**src/rtl/mul_iter_if.sv**
```systemverilog
// Start/busy/done handshake and operand/result bus for the iterative multiplier.
// The EX stage drives the master side; mul_iter sits on the slave side.
interface mul_iter_if #(
   parameter int WIDTH = 32
);
   logic                 start;
   logic                 signed_op;
   logic                 cancel;
   logic [WIDTH-1:0]     operand_1;
   logic [WIDTH-1:0]     operand_2;
   logic                 busy;
   logic                 done;
   logic [2*WIDTH-1:0]   result;

   modport master (
      output start, signed_op, cancel, operand_1, operand_2,
      input  busy, done, result
   );

   modport slave (
      input  start, signed_op, cancel, operand_1, operand_2,
      output busy, done, result
   );
endinterface

```
**src/rtl/mul_iter.sv**
```systemverilog
// Iterative radix-2^STEP shift-add multiplier, signed (MULT) and unsigned (MULTU).
// Works on magnitudes and applies the sign in a final FIX cycle; result = {HI, LO}.
//
// state | meaning
// IDLE  | waiting for start; done pulses here for one cycle after FIX
// CALC  | retiring STEP multiplier bits per cycle, N cycles total
// FIX   | apply sign to acc, write result, raise done
module mul_iter #(
   parameter int WIDTH = 32,
   parameter int STEP  = 2
) (
   input  logic      clk,
   input  logic      rst,
   mul_iter_if.slave bus
);
   localparam int N     = WIDTH / STEP;
   localparam int CNT_W = $clog2(N + 1);

   if (WIDTH < 4 || (WIDTH % 2) != 0 || !(STEP == 1 || STEP == 2 || STEP == 4) ||
       (WIDTH % STEP) != 0) begin : g_param_check
      $error("mul_iter: illegal WIDTH/STEP combination");
   end

   typedef enum logic [1:0] {
      IDLE = 2'd0,
      CALC = 2'd1,
      FIX  = 2'd2
   } state_t;

   state_t             state;
   state_t             state_nxt;

   logic [2*WIDTH-1:0] mcand_sh;
   logic [WIDTH-1:0]   mplier;
   logic [2*WIDTH-1:0] acc;
   logic [2*WIDTH-1:0] pp;
   logic [2*WIDTH-1:0] result_q;
   logic [CNT_W-1:0]   cnt;
   logic               neg;
   logic               done_q;

   logic               go;
   logic               last;
   logic [WIDTH-1:0]   mag_1;
   logic [WIDTH-1:0]   mag_2;
   logic               neg_in;

   // cancel beats start when both arrive in IDLE
   assign go   = bus.start & ~bus.cancel;
   assign last = (cnt == CNT_W'(1));

   // most-negative value maps to 2^(WIDTH-1), which still fits unsigned
   assign mag_1  = (bus.signed_op && bus.operand_1[WIDTH-1]) ? (~bus.operand_1 + 1'b1)
                                                             : bus.operand_1;
   assign mag_2  = (bus.signed_op && bus.operand_2[WIDTH-1]) ? (~bus.operand_2 + 1'b1)
                                                             : bus.operand_2;
   assign neg_in = bus.signed_op & (bus.operand_1[WIDTH-1] ^ bus.operand_2[WIDTH-1]);

   always_ff @(posedge clk or negedge rst) begin
      if (!rst) begin
         state <= IDLE;
      end else begin
         state <= state_nxt;
      end
   end

   always_comb begin
      state_nxt = state;
      case (state)
         IDLE: begin
            if (go) begin
               state_nxt = CALC;
            end
         end
         CALC: begin
            if (bus.cancel) begin
               state_nxt = IDLE;
            end else if (last) begin
               state_nxt = FIX;
            end
         end
         FIX: begin
            state_nxt = IDLE;
         end
         default: begin
            state_nxt = IDLE;
         end
      endcase
   end

   // partial product of the shifted multiplicand and the low STEP multiplier bits
   always_comb begin
      pp = '0;
      for (int j = 0; j < STEP; j++) begin
         if (mplier[j]) begin
            pp = pp + (mcand_sh << j);
         end
      end
   end

   always_ff @(posedge clk or negedge rst) begin
      if (!rst) begin
         mcand_sh <= '0;
         mplier   <= '0;
         acc      <= '0;
         cnt      <= '0;
         neg      <= 1'b0;
         result_q <= '0;
         done_q   <= 1'b0;
      end else begin
         done_q <= 1'b0;
         case (state)
            IDLE: begin
               if (go) begin
                  mcand_sh <= {{WIDTH{1'b0}}, mag_1};
                  mplier   <= mag_2;
                  neg      <= neg_in;
                  acc      <= '0;
                  cnt      <= CNT_W'(N);
               end
            end
            CALC: begin
               if (!bus.cancel) begin
                  acc      <= acc + pp;
                  mcand_sh <= mcand_sh << STEP;
                  mplier   <= mplier >> STEP;
                  cnt      <= cnt - 1'b1;
               end
            end
            FIX: begin
               if (!bus.cancel) begin
                  result_q <= neg ? (~acc + 1'b1) : acc;
                  done_q   <= 1'b1;
               end
            end
            default: begin
               done_q <= 1'b0;
            end
         endcase
      end
   end

   assign bus.busy   = (state == CALC) || (state == FIX);
   assign bus.done   = done_q;
   assign bus.result = result_q;
endmodule

```
**src/flat_wrapper.sv**
```systemverilog
// flat-port wrapper written by rule: the top's interface ports become plain ports
module mul_iter_flat 
#(
   parameter int WIDTH = 32,
   parameter int STEP  = 2
)
  (clk, rst, bus_start, bus_signed_op, bus_cancel, bus_operand_1, bus_operand_2, bus_busy, bus_done, bus_result);
  mul_iter_if #(.WIDTH(WIDTH)) bus_i ();
  input  logic clk;
  input  logic rst;
  input wire logic [$bits(bus_i.start)-1:0] bus_start;
  input wire logic [$bits(bus_i.signed_op)-1:0] bus_signed_op;
  input wire logic [$bits(bus_i.cancel)-1:0] bus_cancel;
  input wire logic [$bits(bus_i.operand_1)-1:0] bus_operand_1;
  input wire logic [$bits(bus_i.operand_2)-1:0] bus_operand_2;
  output wire logic [$bits(bus_i.busy)-1:0] bus_busy;
  output wire logic [$bits(bus_i.done)-1:0] bus_done;
  output wire logic [$bits(bus_i.result)-1:0] bus_result;
  assign bus_i.start = bus_start;
  assign bus_i.signed_op = bus_signed_op;
  assign bus_i.cancel = bus_cancel;
  assign bus_i.operand_1 = bus_operand_1;
  assign bus_i.operand_2 = bus_operand_2;
  assign bus_busy = bus_i.busy;
  assign bus_done = bus_i.done;
  assign bus_result = bus_i.result;
  mul_iter #(.WIDTH(WIDTH), .STEP(STEP)) u_core (.clk(clk), .rst(rst), .bus(bus_i));
endmodule
```
**config.mk**
```make
export PLATFORM = sky130hd
export DESIGN_NAME = mul_iter_flat
export DESIGN_NICKNAME = d
export VERILOG_FILES = /design/src/rtl/mul_iter_if.sv /design/src/rtl/mul_iter.sv /design/src/flat_wrapper.sv
export SDC_FILE = /design/constraint.sdc
export NUM_CORES = 1
export LEC_CHECK = 0
export CORE_MARGIN = 8
export CORE_UTILIZATION = 40
export CTS_BUF_LIST = sky130_fd_sc_hd__clkbuf_8
export DETAILED_ROUTE_END_ITERATION = 10
export MAX_ROUTING_LAYER = met4
export SLEW_MARGIN = 0
export SYNTH_ARGS = -nofsm -noshare
export SYNTH_HDL_FRONTEND = slang
export SYNTH_SLANG_ARGS = --single-unit
export TNS_END_PERCENT = 50
```
**constraint.sdc**
```tcl
create_clock -name clk -period 6.4 [get_ports clk]
set_input_delay 1.28 -clock clk [delete_from_list [all_inputs] [get_ports clk]]
set_output_delay 1.28 -clock clk [all_outputs]
set_load 0.02 [all_outputs]
```
== After elaboration in Yosys (flattened, before gate mapping) ==
Index checks and enable logic that the tools add are counted.

* Bits in registers: 233
* Input port bits: 69
* Output and inout bits: 66
* Logic and storage cells: 59

* Add/sub/neg operators: 6
* Equal/unequal tests: 6
* Multiplexer cells: 23
* Bitwise gates (word level): 7
* Reductions and logical operators: 9

{| class="wikitable"
|+ Operators with widths
! cell !! count
|-
| 2-to-1 mux 64 bit || 7
|-
| case mux 64 bit (2 select lines) || 2
|-
| adder 64 bit || 2
|-
| 2-to-1 mux 32 bit || 4
|-
| adder 32 x 1 -> 32 bit (second input constant) || 2
|-
| adder 64 x 1 -> 64 bit (second input constant) || 1
|-
| NOT 32 bit || 2
|-
| NOT 64 bit || 1
|-
| case mux 32 bit (2 select lines) || 1
|-
| 2-to-1 mux 5 bit || 2
|-
| case mux 5 bit (2 select lines) || 1
|-
| 2-to-1 mux 2 bit || 3
|-
| AND reduction 2 bit || 3
|-
| equality test 5 x 1 -> 1 bit (second input constant) || 1
|-
| subtractor 5 x 1 -> 5 bit (second input constant) || 1
|-
| case mux 2 bit (2 select lines) || 1
|-
| inequality test 3 x 2 -> 1 bit (second input constant) || 1
|-
| AND reduction 3 bit || 1
|-
| bitwise AND 1 bit || 2
|-
| equality test 2 x 1 -> 1 bit (second input constant) || 1
|-
| equality test 2 bit (second input constant) || 1
|-
| logical AND 1 bit || 2
|-
| zero test 2 bit || 1
|-
| 2-to-1 mux 1 bit || 2
|-
| 6 further kinds || 6
|}

== Longest topological paths before layout ==
Gate-level depths: netlist of run 1.

* Depth after elaboration: 6
* Depth in mapped cells: 35
* Depth with buffers taken out: 29

== Worst setup path before layout of run 1 ==
No wires, ideal clock.

* Path kind: register to register
* Start: reg u_core.mplier[0]
* End: reg u_core.acc[62]
* Setup time: 0.133 ns
* Arrival: 6.957 ns
* Data required time: 6.267 ns
* Path slack: -0.690 ns
* Stages on the path, launching flop included: 35
* Buffers on the path: 6
* Clock period less this slack: 7.090 ns
* Cells stage by stage: dfrtp_1 -> clkbuf_1 -> clkbuf_1 -> clkbuf_1 -> clkbuf_1 -> clkbuf_1 -> clkbuf_1 -> nand2_1 -> inv_1 -> ha_1 -> inv_1 -> fa_1 -> nand2b_1 -> o21ai_0 -> a32o_1 -> and3b_1 -> nor2_1 -> o21a_1 -> o21ai_0 -> xor2_1 -> nand2_1 -> xor2_1 -> ha_1 -> a21o_1 -> a21o_1 -> a21oi_1 -> o21a_1 -> a41oi_1 -> a21oi_1 -> o21bai_1 -> a31oi_1 -> o21ai_0 -> a221oi_1 -> xor2_1 -> o21ai_0

* Longest elaborated chain between the ends: 6

{| class="wikitable"
|+ Ends and longest elaborated chain
! item !! line !! source
|-
| start: declaration || mul_iter.sv:34 || <nowiki>logic [WIDTH-1:0] mplier;</nowiki>
|-
| start signal: assignment || mul_iter.sv:116 || <nowiki>mplier <= mag_2;</nowiki>
|-
| start signal: assignment || mul_iter.sv:126 || <nowiki>mplier <= mplier >> STEP;</nowiki>
|-
| 2-to-1 mux 64 bit * || mul_iter.sv:95 || <nowiki>if (mplier[j]) begin</nowiki>
|-
| adder 64 bit || mul_iter.sv:96 || <nowiki>pp = pp + (mcand_sh << j);</nowiki>
|-
| 2-to-1 mux 64 bit * || mul_iter.sv:95 ||
|-
| adder 64 bit * || mul_iter.sv:124 || <nowiki>acc <= acc + pp;</nowiki>
|-
| 2-to-1 mux 64 bit * || mul_iter.sv:123 || <nowiki>if (!bus.cancel) begin</nowiki>
|-
| case mux 64 bit (2 select lines) * || mul_iter.sv:112 || <nowiki>case (state)</nowiki>
|-
| end signal: assignment || mul_iter.sv:124 ||
|-
| end: declaration || mul_iter.sv:35 || <nowiki>logic [2*WIDTH-1:0] acc;</nowiki>
|}

Mark *: on every way between the ends. The rest lies on a longest branch, timed or not. The select of a mux whose other input is x is not followed.
A chain may end at the register's enable or synchronous reset.

== Worst setup path after layout of run 1 ==
* Start: reg u_core.mplier[0]
* End: reg u_core.acc[63]

Same word-level chain as after synthesis.

==> results of run 1 <==
-- routing by layer --
| layer | up-vias | GRT usage | part of all wire |
|---|---|---|---|
| li1 | 9722 | - | - |
| met3 | 73 | 0.0290 | 0.053 |
| met1 | 9104 | 0.300 | 0.50 |
| met2 | 540 | 0.314 | 0.43 |
| met4 | 0 | 0.0500 | 0.017 |
| met5 | - | - | 0 |
-- Yosys cell counts (6+ instances only) --
library cell / number / area share
a211oi_1: 11 / 0.0040
a21boi_0: 7 / 0.0026
a21o_1: 62 / 0.023
a21oi_1: 228 / 0.056
a221oi_1: 13 / 0.0056
a22o_1: 6 / 0.0026
a31oi_1: 28 / 0.0086
and2_1: 41 / 0.013
and3_1: 11 / 0.0034
buf_1: 6 / 0.0011
clkbuf_1: 172 / 0.032
dfrtp_1: 233 / 0.29
ha_1: 111 / 0.068
inv_1: 68 / 0.013
mux2_2: 23 / 0.013
nand2_1: 425 / 0.078
nand2b_1: 26 / 0.0080
nand3_1: 94 / 0.023
nand3b_1: 9 / 0.0033
nand4_1: 29 / 0.0089
nor2_1: 159 / 0.029
nor2b_1: 32 / 0.0098
nor3_1: 24 / 0.0059
nor4_1: 32 / 0.0098
o211ai_1: 10 / 0.0037
o21a_1: 13 / 0.0048
o21ai_0: 333 / 0.082
o21ai_1: 8 / 0.0020
o21bai_1: 21 / 0.0077
o221ai_1: 6 / 0.0026
o22ai_1: 18 / 0.0055
o31ai_1: 39 / 0.014
o32ai_1: 6 / 0.0026
o41ai_1: 14 / 0.0060
or3_1: 28 / 0.0086
or4_1: 9 / 0.0033
or4b_2: 7 / 0.0034
xnor2_1: 101 / 0.043
xor2_1: 161 / 0.069
-- per-stage QoR --
step	worst slack (ns)	total power [mW]
after CTS	0.224	8.73
after global routing	0.00824	9.43
after floorplan	0.00779	5.72
after global placement	0.231	7.17
after detailed placement	0.225	7.23
final	0.362	8.69
-- layout by cell type (no fill, tap or decap), drive strengths merged, types with 86 or more instances in the layout --
cell,netlist,routed
nand2,425,425
o21ai,341,341
dfrtp,233,233
a21oi,228,228
xor2,161,161
nor2,160,160
clkdlybuf4s50,0,133
ha,111,111
xnor2,101,101
nand3,95,95
inv,68,86
-- state kept, by name, indices dropped and copies added (netlist names) --
| signal | flops |
|---|---|
| u_core.state | 2 |
| u_core.bus.result | 64 |
| u_core.acc | 64 |
| u_core.cnt | 5 |
| u_core.bus.done | 1 |
| u_core.mplier | 32 |
| u_core.mcand_sh | 64 |
| u_core.neg | 1 |
-- logic make-up (layout without fill, tap and decap cells) --
group / Yosys count / after routing / synth area share
multiplexers: 28 / 28 / 0.0151
XOR/XNOR: 262 / 262 / 0.112
AO/OA/AOI/OAI: 863 / 863 / 0.251
buffers and inverters: 247 / 326 / 0.0455
AND/OR/NAND/NOR: 956 / 956 / 0.220
flip-flops: 233 / 233 / 0.286
adder cells (fa/ha/maj): 113 / 113 / 0.0700
other: 0 / 2 / 0
-- where the power goes --
part	total (mW)	internal, mW	leakage (nW)	switching, mW
registers	2.52	1.90	3.13	0.626
clock network	1.45	0.784	0.502	0.667
logic	4.72	1.79	6.38	2.93
-- worst max-delay path, cell delays in order, from the launching register on --
cell	delay, ns
dfrtp_4	0.44
buf_12	0.31
or4b_2	0.63
a21oi_1	0.30
nor2_1	0.12
nor4_1	0.28
o21ai_1	0.18
a21oi_1	0.35
nor2_2	0.14
o31ai_1	0.42
xor2_1	0.12
mux2_2	0.34
ha_1	0.24
a21o_1	0.16
a21o_1	0.19
a21oi_1	0.22
o21bai_1	0.09
a21oi_1	0.14
o21ai_0	0.13
a221o_1	0.35
a221oi_1	0.29
xnor2_1	0.12
or3_1	0.31
o21ai_0	0.07
-- final timing paths --
check | startpoint | to | slack, ns | cells after the start
setup / recovery | u_core.mplier[0]$_DFFE_PN0P_ | u_core.acc[63]$_DFFE_PN0P_ | 0.36 | 23
hold reg to reg | u_core.bus.result[30]$_DFFE_PN0P_ | u_core.bus.result[30]$_DFFE_PN0P_ | 0.47 | 2
setup reg to reg | u_core.mplier[0]$_DFFE_PN0P_ | u_core.acc[63]$_DFFE_PN0P_ | 0.36 | 23
min in group asynchronous | rst | u_core.mplier[25]$_DFFE_PN0P_ | 0.75 | 1
hold / removal | u_core.bus.result[30]$_DFFE_PN0P_ | u_core.bus.result[30]$_DFFE_PN0P_ | 0.47 | 2
max in group asynchronous | rst | u_core.bus.result[22]$_DFFE_PN0P_ | 4.43 | 2
-- timing repair --
item	CTS	global route
resized for setup	0	12
buffers inserted	0	1
endpoints found under the setup margin	0	11
-- layout make-up --
class                           count  area share
Inverter                           68      0.0110
Clock buffer                       53      0.0313
Clock inverter                     23     0.00538
Sequential cell                   233       0.251
Timing Repair Buffer              182      0.0744
Tap cell                          672      0.0361
Multi-Input combinational cell   2222       0.591
Antenna cell                        2    0.000215
==> impl_metrics.toml, run 1 <==
[status]
status = "finished, final reports clean"

[sta]
fmaxAchievable_mhz = 166
slew_violations = 0
final_hold_viol_count = 0
skew_ns = 0.0401
tightest_slew_ns = 1.06
setup_viol = 0
timing.setup.tns_ns = 0
slew_headroom = 0.291
fin_hold_ws_ns = 0.473
finalWorstPathRequiredPeriod_ns = 6.04
grt_setup_unrepaired = "no"
finalCritPeriodShare = 0.943

[logic_synthesis]
syn_area_sq_um = 20400
synthCells = 2702
postSynthAreaPerCell_sq_um = 7.56
ys_types = 76
synth_edf_count = 0
ys_seq_area_frac = 0.286
syn_nets = 2884
ys_warn_count = 0
synth_seq_cells = 233
ys.flop_type = "dfrtp_1"
async_flop_share = 1.00

[critical_path]
path_class = "flip-flop to flip-flop"
critPathMaxFanout = 90
end_kind = "flip-flop"
worst-endpoint-arrival_ns = 6.57
start_kind = "flip-flop"
critPathRequiredTime_ns = 6.93

[job]
maxCapViolCount = 0

[detailed_routing]
drtAntennaViolNets = 0
viasPerCell = 5.63
drc = 0
initialDrtViolationCount = 1508
firstDrtPassIters = 6
wire_per_inst_um = 17.9
wl_um = 61800
vias = 19439

[place]
dp_cells = 3376
gp_congestion = 0.931
hpwlAfterDp_um = 46300
portBuffers = 134
placed_area_sq_um = 22400

[die]
die_height_um = 242
die_w_um = 242
core_area_sq_um = 50300
boundaryPins = 135
rows = 82
die-area_sq_um = 58500
start_util = 0.406

[clocking]
clkLatencyLatePin_ns = 0.63
hold_buffers = 0
cts_buffers = 43
tritoncts = "done"
clock-root-buffer = "clkbuf_8"
clk_pin_slew_worst_paths_ns = 0.06
cts_sinks = 233
h-tree-depth = 2
cts_buffer_depth = 3

[global_routing]
antenna_found_initial = 2
gr-usage-all-layers = 0.211
globalRouteOverflowTotal = 0
grt_pass1_wl_um = 101000
grt_pass1_vias = 18697
grt_max_degree = 128

[cells_and_area]
layout.nets = 2932
stdcell_area_sq_um = 23300
syn_to_final_growth_pct = 14.0
regArea_sq_um = 5840
instances_no_fill = 3455
final_util = 0.463
multiInputGateArea_sq_um = 13700
fillers = 5110
drive_gt1_frac = 0.0662

[pwr]
peakVddDrop_mv = 0.169
powerDensity_nw_per_um2 = 374
p_leak_nw = 10.0

[hold_path]
hold_class = "flip-flop to flip-flop"
No activity file was read; power rests on OpenSTA's default activity.
==> run 2, diff against run 1 <==
CAP_MARGIN = 20   (was unset)
SETUP_SLACK_MARGIN = 0.2   (was unset)
SLEW_MARGIN = unset   (was 0)
==> impl_metrics.toml, run 2 (synthesized netlist as in run 1, its figures left out) <==
[detailed_routing]
viasPerCell = 5.63
vias = 19440
initialDrtViolationCount = 1175
wire_per_inst_um = 18.2
drtAntennaViolNets = 0
drc = 0
firstDrtPassIters = 5
wl_um = 63000

[clocking]
h-tree-depth = 2
clk_pin_slew_worst_paths_ns = 0.06
clock-root-buffer = "clkbuf_8"
cts_buffers = 43
cts_sinks = 233
tritoncts = "done"
hold_buffers = 0
clkLatencyLatePin_ns = 0.61
cts_buffer_depth = 3

[sta]
timing.setup.tns_ns = 0
slew_violations = 0
setup_viol = 0
fin_hold_ws_ns = 0.473
grt_setup_unrepaired = "yes"
fmaxAchievable_mhz = 172
finalWorstPathRequiredPeriod_ns = 5.83
tightest_slew_ns = 1.00
skew_ns = 0.0362
slew_headroom = 0.333
final_hold_viol_count = 0
finalCritPeriodShare = 0.910

[hold_path]
hold_path.startpoint = "u_core.bus.result[38]$_DFFE_PN0P_"
min_to = "u_core.bus.result[38]$_DFFE_PN0P_"
hold-path-cell-count = 2
hold_class = "flip-flop to flip-flop"

[critical_path]
cpPeakStageDelay_ns = 0.50
rrSetupSlack_ns = 0.57
path_class = "flip-flop to flip-flop"
critPathRequiredTime_ns = 6.86
worst-endpoint-arrival_ns = 6.29
cpMaxStageDelayCell = "dfrtp_4"
r2r-start = "u_core.mplier[0]$_DFFE_PN0P_"
end_kind = "flip-flop"
r2r_end = "u_core.acc[59]$_DFFE_PN0P_"
start_kind = "flip-flop"
path_common_cell = "a21oi_1"
ff2ff_path_depth = 25
critPathMaxFanout = 7

[cells_and_area]
layout.nets = 2929
syn_to_final_growth_pct = 14.7
regArea_sq_um = 5840
final_cell_mix = "nand2_1, o21ai_0, dfrtp_1, a21oi_1, xor2_1"
final_common_cell = "nand2_1"
drive_gt1_frac = 0.0691
multiInputGateArea_sq_um = 13800
fillers = 5105

[global_routing]
grt_max_degree = 127
globalRouteOverflowTotal = 0
use_met1 = 0.302
gr-usage-all-layers = 0.213
gr-usage-met3 = 0.0338
busiest_layer = "met2"
grt_util_met2 = 0.315
grt_pass1_vias = 18811
antenna_found_initial = 1
grt_pass1_wl_um = 101000

[die]
rows = 82
core_area_sq_um = 50300
boundaryPins = 135
start_util = 0.406
die-area_sq_um = 58500
die_height_um = 242
die_w_um = 242

[pwr]
p_leak_nw = 10.1
powerDensity_nw_per_um2 = 378
peakVddDrop_mv = 0.185

[place]
portBuffers = 134
gp_congestion = 0.941
hpwlAfterDp_um = 47500

[status]
status = "finished, final reports clean"

[job]
maxCapViolCount = 0
[run 2: what timing repair did]
item | CTS | global route
resized for setup | 0 | 22
setup buffers | 0 | 1
endpoints found under the setup margin | 0 | 15
[run 2: power breakdown]
part	internal [mW]	switching (mW)
sequential	1.90	0.658
clock	0.914	0.676
combinational	1.79	2.91
[run 2: final cells by class]
cell class	count	area share
tap	672	0.0359
timing repair buffer	179	0.0733
clock inverter	20	0.00695
antenna	1	0.000107
sequential	233	0.249
inverter	68	0.0109
clock buffer	57	0.0335
multi-input combinational	2222	0.590
[run 2: metal layers]
metal / share of wire / wire, um / vias up
li1: - / - / 9703
met1: 0.50 / 31600 / 9200
met2: 0.43 / 26900 / 454
met3: 0.049 / 3100 / 83
met4: 0.022 / 1360 / 0
met5: 0 / 0 / -
[run 2: worst max-delay path by stage]
stage | start | endpoint | slack (ns)
2_1_floorplan | u_core.mplier[0]$_DFFE_PN0P_ | u_core.acc[63]$_DFFE_PN0P_ | 0.21
3_3_place_gp | u_core.mplier[0]$_DFFE_PN0P_ | u_core.acc[63]$_DFFE_PN0P_ | 0.36
3_5_place_dp | u_core.mplier[0]$_DFFE_PN0P_ | u_core.acc[62]$_DFFE_PN0P_ | 0.33
4_1_cts | u_core.mplier[0]$_DFFE_PN0P_ | u_core.acc[62]$_DFFE_PN0P_ | 0.33
5_1_grt | u_core.mplier[0]$_DFFE_PN0P_ | u_core.acc[44]$_DFFE_PN0P_ | 0.11
6_report | u_core.mplier[0]$_DFFE_PN0P_ | u_core.acc[59]$_DFFE_PN0P_ | 0.57
[run 2: critical path: cells and delay by family (launching register included)]
family | cells | cell delay (ns)
buffers and inverters | 2 | 0.22
xor gates and xnor gates | 2 | 0.28
AOI/OAI and AO/OA | 16 | 3.45
muxes | 1 | 0.29
adders and majority gates | 2 | 0.66
and+or+nand+nor | 2 | 0.29
DFF | 1 | 0.50
[run 2: through the flow]
step	setup slack [ns]	total power, mW	util	area, sq um	instances
global route	0.107	9.58	0.466	23400	3452
finish	0.573	8.85	0.466	23400	3452
detailed placement	0.326	7.24	0.445	22400	3373
CTS	0.328	8.88	0.464	23300	3450
floorplan	0.212	5.73	-	20500	2702
global placement	0.357	7.18	0.445	22400	3373
